$ cat src/rtl/async_in_monitor_pkg.sv
// async_in_monitor shared types: debounce state encoding
// and a width-aware saturating increment helper.
package async_in_monitor_pkg;

  typedef enum logic [1:0] {
    ST_LO     = 2'd0,
    ST_CHK_HI = 2'd1,
    ST_HI     = 2'd2,
    ST_CHK_LO = 2'd3
  } state_t;

  function automatic logic [31:0] sat_inc(
    input logic [31:0] v,
    input int unsigned w
  );
    logic [31:0] top;
    top = (w >= 32) ? '1 : ((32'd1 << w) - 32'd1);
    return (v >= top) ? v : v + 32'd1;
  endfunction

endpackage

$ cat src/rtl/sync_chain.sv
// sync_chain: STAGES-deep flop chain bringing an async bit
// into the clock domain, async active-high reset.
module sync_chain #(
  parameter int STAGES = 2
) (
  input  logic i_clk,
  input  logic i_rst,
  input  logic i_d,
  output logic o_q
);

  logic [STAGES-1:0] ff;

  always_ff @(posedge i_clk or posedge i_rst) begin
    if (i_rst) ff <= '0;
    else       ff <= {ff[STAGES-2:0], i_d};
  end

  assign o_q = ff[STAGES-1];

endmodule

$ cat src/rtl/async_in_monitor.sv
// async_in_monitor: sync + debounce of an async input, edge pulses, counters.
// Optional glitch counter: define ASYNC_IN_MONITOR_GLITCH_CNT_EN.
module async_in_monitor
  import async_in_monitor_pkg::*;
#(
  parameter int SYNC_STAGES = 2,
  parameter int DEB_CNT     = 4,
  parameter int BW_CNT      = 8
) (
  input  logic              i_clk,
  input  logic              i_rst,
  input  logic              i_d,
  input  logic              i_clr,
  output logic              o_q,
  output logic              o_rise,
  output logic              o_fall,
  output logic              o_busy,
  output logic [BW_CNT-1:0] o_cnt_rise,
  output logic [BW_CNT-1:0] o_cnt_fall
`ifdef ASYNC_IN_MONITOR_GLITCH_CNT_EN
  ,
  output logic [BW_CNT-1:0] o_cnt_glitch
`endif
);

  localparam int DW = (DEB_CNT > 2) ? $clog2(DEB_CNT) : 1;
  localparam logic [DW-1:0] DLAST = DW'(DEB_CNT - 1);
  localparam logic [DW-1:0] DONE  = DW'(1);

  logic s;
  state_t state, state_nx;
  logic [DW-1:0] dcnt, dcnt_nx;
  logic acc_rise, acc_fall;

  sync_chain #(
    .STAGES(SYNC_STAGES)
  ) u_sync (
    .i_clk(i_clk),
    .i_rst(i_rst),
    .i_d  (i_d),
    .o_q  (s)
  );

  always_comb begin
    state_nx = state;
    dcnt_nx  = dcnt;
    acc_rise = 1'b0;
    acc_fall = 1'b0;
    unique case (state)
      ST_LO: if (s) begin
        state_nx = ST_CHK_HI;
        dcnt_nx  = DONE;
      end
      ST_CHK_HI: if (!s) begin
        state_nx = ST_LO;
      end else if (dcnt == DLAST) begin
        state_nx = ST_HI;
        acc_rise = 1'b1;
      end else begin
        dcnt_nx = dcnt + DONE;
      end
      ST_HI: if (!s) begin
        state_nx = ST_CHK_LO;
        dcnt_nx  = DONE;
      end
      ST_CHK_LO: if (s) begin
        state_nx = ST_HI;
      end else if (dcnt == DLAST) begin
        state_nx = ST_LO;
        acc_fall = 1'b1;
      end else begin
        dcnt_nx = dcnt + DONE;
      end
      default: state_nx = ST_LO;
    endcase
  end

  always_ff @(posedge i_clk or posedge i_rst) begin
    if (i_rst) begin
      state  <= ST_LO;
      dcnt   <= '0;
      o_q    <= 1'b0;
      o_rise <= 1'b0;
      o_fall <= 1'b0;
      o_busy <= 1'b0;
    end else begin
      state  <= state_nx;
      dcnt   <= dcnt_nx;
      o_rise <= acc_rise;
      o_fall <= acc_fall;
      o_busy <= (state_nx == ST_CHK_HI) ||
                (state_nx == ST_CHK_LO);
      if (acc_rise)      o_q <= 1'b1;
      else if (acc_fall) o_q <= 1'b0;
    end
  end

  // counters follow the registered pulses so a clear
  // in the pulse cycle drops that edge
  always_ff @(posedge i_clk or posedge i_rst) begin
    if (i_rst) begin
      o_cnt_rise <= '0;
      o_cnt_fall <= '0;
    end else if (i_clr) begin
      o_cnt_rise <= '0;
      o_cnt_fall <= '0;
    end else begin
      if (o_rise)
        o_cnt_rise <= BW_CNT'(sat_inc(32'(o_cnt_rise), BW_CNT));
      if (o_fall)
        o_cnt_fall <= BW_CNT'(sat_inc(32'(o_cnt_fall), BW_CNT));
    end
  end

`ifdef ASYNC_IN_MONITOR_GLITCH_CNT_EN
  logic glitch;

  assign glitch =
    (state == ST_CHK_HI && state_nx == ST_LO) ||
    (state == ST_CHK_LO && state_nx == ST_HI);

  always_ff @(posedge i_clk or posedge i_rst) begin
    if (i_rst)
      o_cnt_glitch <= '0;
    else if (i_clr)
      o_cnt_glitch <= '0;
    else if (glitch)
      o_cnt_glitch <= BW_CNT'(sat_inc(32'(o_cnt_glitch), BW_CNT));
  end
`endif

endmodule

$ cat config.mk
export PLATFORM = sky130hd
export DESIGN_NAME = async_in_monitor
export DESIGN_NICKNAME = d
export VERILOG_FILES = /design/src/rtl/async_in_monitor_pkg.sv /design/src/rtl/sync_chain.sv /design/src/rtl/async_in_monitor.sv
export SDC_FILE = /design/constraint.sdc
export NUM_CORES = 1
export LEC_CHECK = 0
export ABC_AREA = 1
export BUFFER_PORTS_ARGS = -buffer_cell sky130_fd_sc_hd__buf_4
export CELL_PAD_IN_SITES_DETAIL_PLACEMENT = 1
export CELL_PAD_IN_SITES_GLOBAL_PLACEMENT = 2
export CORE_AREA = 4 4 69 71
export DETAILED_ROUTE_END_ITERATION = 7
export DIE_AREA = 0 0 73 75
export HOLD_SLACK_MARGIN = 0.1
export PLACE_DENSITY = 0.79
export SLEW_MARGIN = 0
export SYNTH_ARGS = -nofsm -noshare
export SYNTH_HDL_FRONTEND = slang
export SYNTH_HIERARCHICAL = 1
export SYNTH_SLANG_ARGS = --single-unit
export TNS_END_PERCENT = 30
$ cat constraint.sdc
create_clock -name i_clk -period 3.4 [get_ports i_clk]
set_input_delay 0.17 -clock i_clk [delete_from_list [all_inputs] [get_ports i_clk]]
set_output_delay 0.17 -clock i_clk [all_outputs]
set_load 0.02 [all_outputs]
==> flow_metrics.py <==
metrics = {
    "clock_network": {
        "clk_path_buf_depth": 2,
        "cts_sinks": 25,
        "cts_tree": "built",
        "cts_resized": 0,
        "clk_pin_slew_worst_paths_ps": 100,
        "clock_latency_ps": 280,
        "root_buffer": "clkbuf_8",
        "cts_made_buffers": 3,
        "htree_levels": 1,
    },
    "synthesis": {
        "yosysWarningCount": 6,
        "ys_ff_latch": 25,
        "ys_seq_area_share_pct": 45.62,
        "syn_nets": 177,
        "async_flop_share_pct": 100.0,
        "syn_avg_cell_area_um2": 8.114,
        "yosys.cell_count.top_type": "nand2_1",
        "synthDistinctLibCells": 28,
        "synth_area_leader_cell": "dfrtp_1",
        "netlist_instances": 169,
        "syn_area_um2": 1371,
        "synthFlopType": "dfrtp_1",
        "synth_common_cells": "48 x nand2_1, 25 x dfrtp_1, 22 x inv_1",
        "synth_enable_flop_cells": 0,
        "netlist.area_leader.share_pct": 45.62,
        "synth_top_cells_by_area": "dfrtp_1 46%, nand2_1 13%, nand3_1 7.3%, inv_1 6.0%, ha_1 3.6%",
    },
    "power_and_ir_drop": {
        "cellLeakagePower_uw": 0.0008618,
        "internal_power_uw": 470.7,
        "p_comb_share_pct": 21.3,
        "p_switching_uw": 219.1,
        "power_uw": 689.8,
        "p_per_area_nw_per_um2": 415.1,
        "power_frac_seq_pct": 51.9,
        "peakVddDrop_mv": 0.2363,
        "power_switching_share_pct": 31.76,
        "clockPowerShare_pct": 26.8,
    },
    "setup_path": {
        "cp-end-kind": "flip-flop",
        "max_stage_delay_ps": 450,
        "cp-start-kind": "flip-flop",
        "cpMaxStageDelayCell": "dfrtp_1",
        "required_ps": 3610,
        "worstPathMaxFanout": 10,
        "path_cells": "ha_1, nand2_2, nor2_4, nand2_2, nand2_8, nor2_4, nand2_1, nand2_1",
        "cp_data_arrival_time_ps": 1640,
        "path_class": "reg2reg",
    },
    "timing": {
        "worst_pin_slew_ps": 915.2,
        "skew_ps": 9.266,
        "min_period_ps": 1423,
        "rsz0062_at_grt": "false",
        "slew_violations": 0,
        "hold_viol": 0,
        "setup_tns_ps": 0,
        "timing.fmax_mhz": 702.8,
        "max_slew_margin_pct": 38.92,
        "setup_violations": 0,
        "layout_worst_path_cycle_share_pct": 41.85,
    },
    "routing": {
        "wire_per_inst_um": 13.21,
        "totalWireLength_um": 3276,
        "drtIter0Drc": 50,
        "ant_nets": 0,
        "dr.pass1.iters": 4,
        "avgViaCountPerCell": 4.774,
        "vias": 1184,
        "drcViolationCount": 0,
    },
    "floorplanning": {
        "core_area_um2": 4234,
        "ios": 24,
        "rows": 24,
        "die_y_um": 75,
        "die-area_um2": 5475,
        "die_x_um": 73,
        "initial_utilization_pct": 32.39,
    },
    "job": {
        "maxCapViolations": 0,
    },
    "grt": {
        "grt_max_degree": 24,
        "grtUsageTotal_pct": 13.78,
        "grt_pass1_wl_um": 5754,
        "grt_antenna_before_repair": 0,
        "overflow": 0,
        "grt_pass1_vias": 1239,
    },
    "cells_and_area": {
        "nets": 205,
        "nFillCells": 515,
        "final_layout_size_suffix_gt1_share_pct": 21.43,
        "fin_area_um2": 1662,
        "area_growth_pct": 21.17,
        "antennaDiodeCount": 0,
    },
    "placement": {
        "gp_congestion": 0.7707,
        "numPortBuffers": 23,
        "hpwl_um": 2520,
        "dpl-instance-area_um2": 1597,
    },
    "hold_path": {
        "hold_class": "in2reg",
    },
    "outcome": {
        "status": "completed",
    },
}
-- per-layer routing --
layer  GRT usage [%]  wire (µm)
met2           23.04       1591
met5               0          0
met1           17.26       1503
met4           5.533         56
met3           3.071        124
-- worst max-delay path: cells and delay by family, from the launching register on --
kind,cells,cell delay [ps]
adders and majority gates,1,260
DFF,1,450
and+or+nand+nor,7,630
-- registers in the layout (all words and copies together), names as in the netlist --
| name | flops |
|---|---|
| o_fall | 1 |
| dcnt | 2 |
| u_sync/ff | 2 |
| state | 2 |
| o_cnt_rise | 8 |
| o_rise | 1 |
| o_cnt_fall | 8 |
| o_q | 1 |
-- metrics by stage --
stage,cells,hold WS [ps],util (%),worst slack (ps)
6_report,248,240.6,39.24,1977
5_1_grt,248,260.4,39.24,1881
4_1_cts,248,233.9,39.24,1953
3_5_place_dp,242,40.77,37.71,1985
3_3_place_gp,242,34.58,37.71,2025
2_1_floorplan,169,-88.82,-,2023
-- cell type report --
type	instances	area, µm²	area share (%)
Multi-Input combinational cell	118	635.6	38.25
Timing Repair Buffer	25	192.7	11.60
Tap cell	52	65.06	3.916
Sequential cell	25	625.6	37.65
Clock buffer	4	45.04	2.711
Inverter	24	97.59	5.874
-- path summary, 6_finish.rpt --
kind	slack [ps]	to	start	depth (start not counted)
setup / recovery	1980	o_cnt_rise[1]	o_cnt_rise[0]	8
hold / removal	240	o_cnt_fall[7]	i_clr	4
setup reg to reg	1980	o_cnt_rise[1]	o_cnt_rise[0]	8
hold reg to reg	370	u_sync/ff[1]	u_sync/ff[0]	0
max in group asynchronous	2180	o_cnt_fall[5]	i_rst	3
min in group asynchronous	300	u_sync/ff[0]	i_rst	3
-- cells by family (layout without fill, tap and decap cells) --
family / Yosys count / count (layout) / share of synthesized area, %
AND/OR/NAND/NOR: 93 / 93 / 32.66
buffers and inverters: 26 / 53 / 8.030
flip-flops: 25 / 25 / 45.62
AO/OA/AOI/OAI: 16 / 16 / 6.844
XOR/XNOR: 5 / 5 / 3.193
adder cells (fa/ha/maj): 4 / 4 / 3.650
-- power by group through the flow --
stage | Sequential (µW) | Combinational (µW) | Clock (µW)
after detailed placement | 364 | 149 | 0
after global routing | 363 | 166 | 207
after CTS | 358 | 151 | 192
after global placement | 362 | 142 | 0
final | 358 | 147 | 185
after floorplan | 378 | 77.6 | 0
-- what timing repair did --
item	CTS	global route
setup buffers	0	0
endpoints found under the hold margin	3	0
hold buffers	2	0
-- cells in the final DEF, fill, tap and decap left out, types with 2 or more instances in the layout --
| cell | n |
|---|---|
| a21oi_1 | 4 |
| buf_4 | 23 |
| clkbuf_8 | 3 |
| dfrtp_1 | 25 |
| dlygate4sd3_1 | 2 |
| ha_1 | 4 |
| inv_1 | 22 |
| nand2_1 | 48 |
| nand2_2 | 4 |
| nand3_1 | 20 |
| nand3_2 | 2 |
| nor2_1 | 10 |
| nor2_2 | 3 |
| nor2_4 | 2 |
| o21ai_0 | 5 |
| o21ai_1 | 2 |
| xor2_1 | 4 |
(Power assumes the default switching activity.)
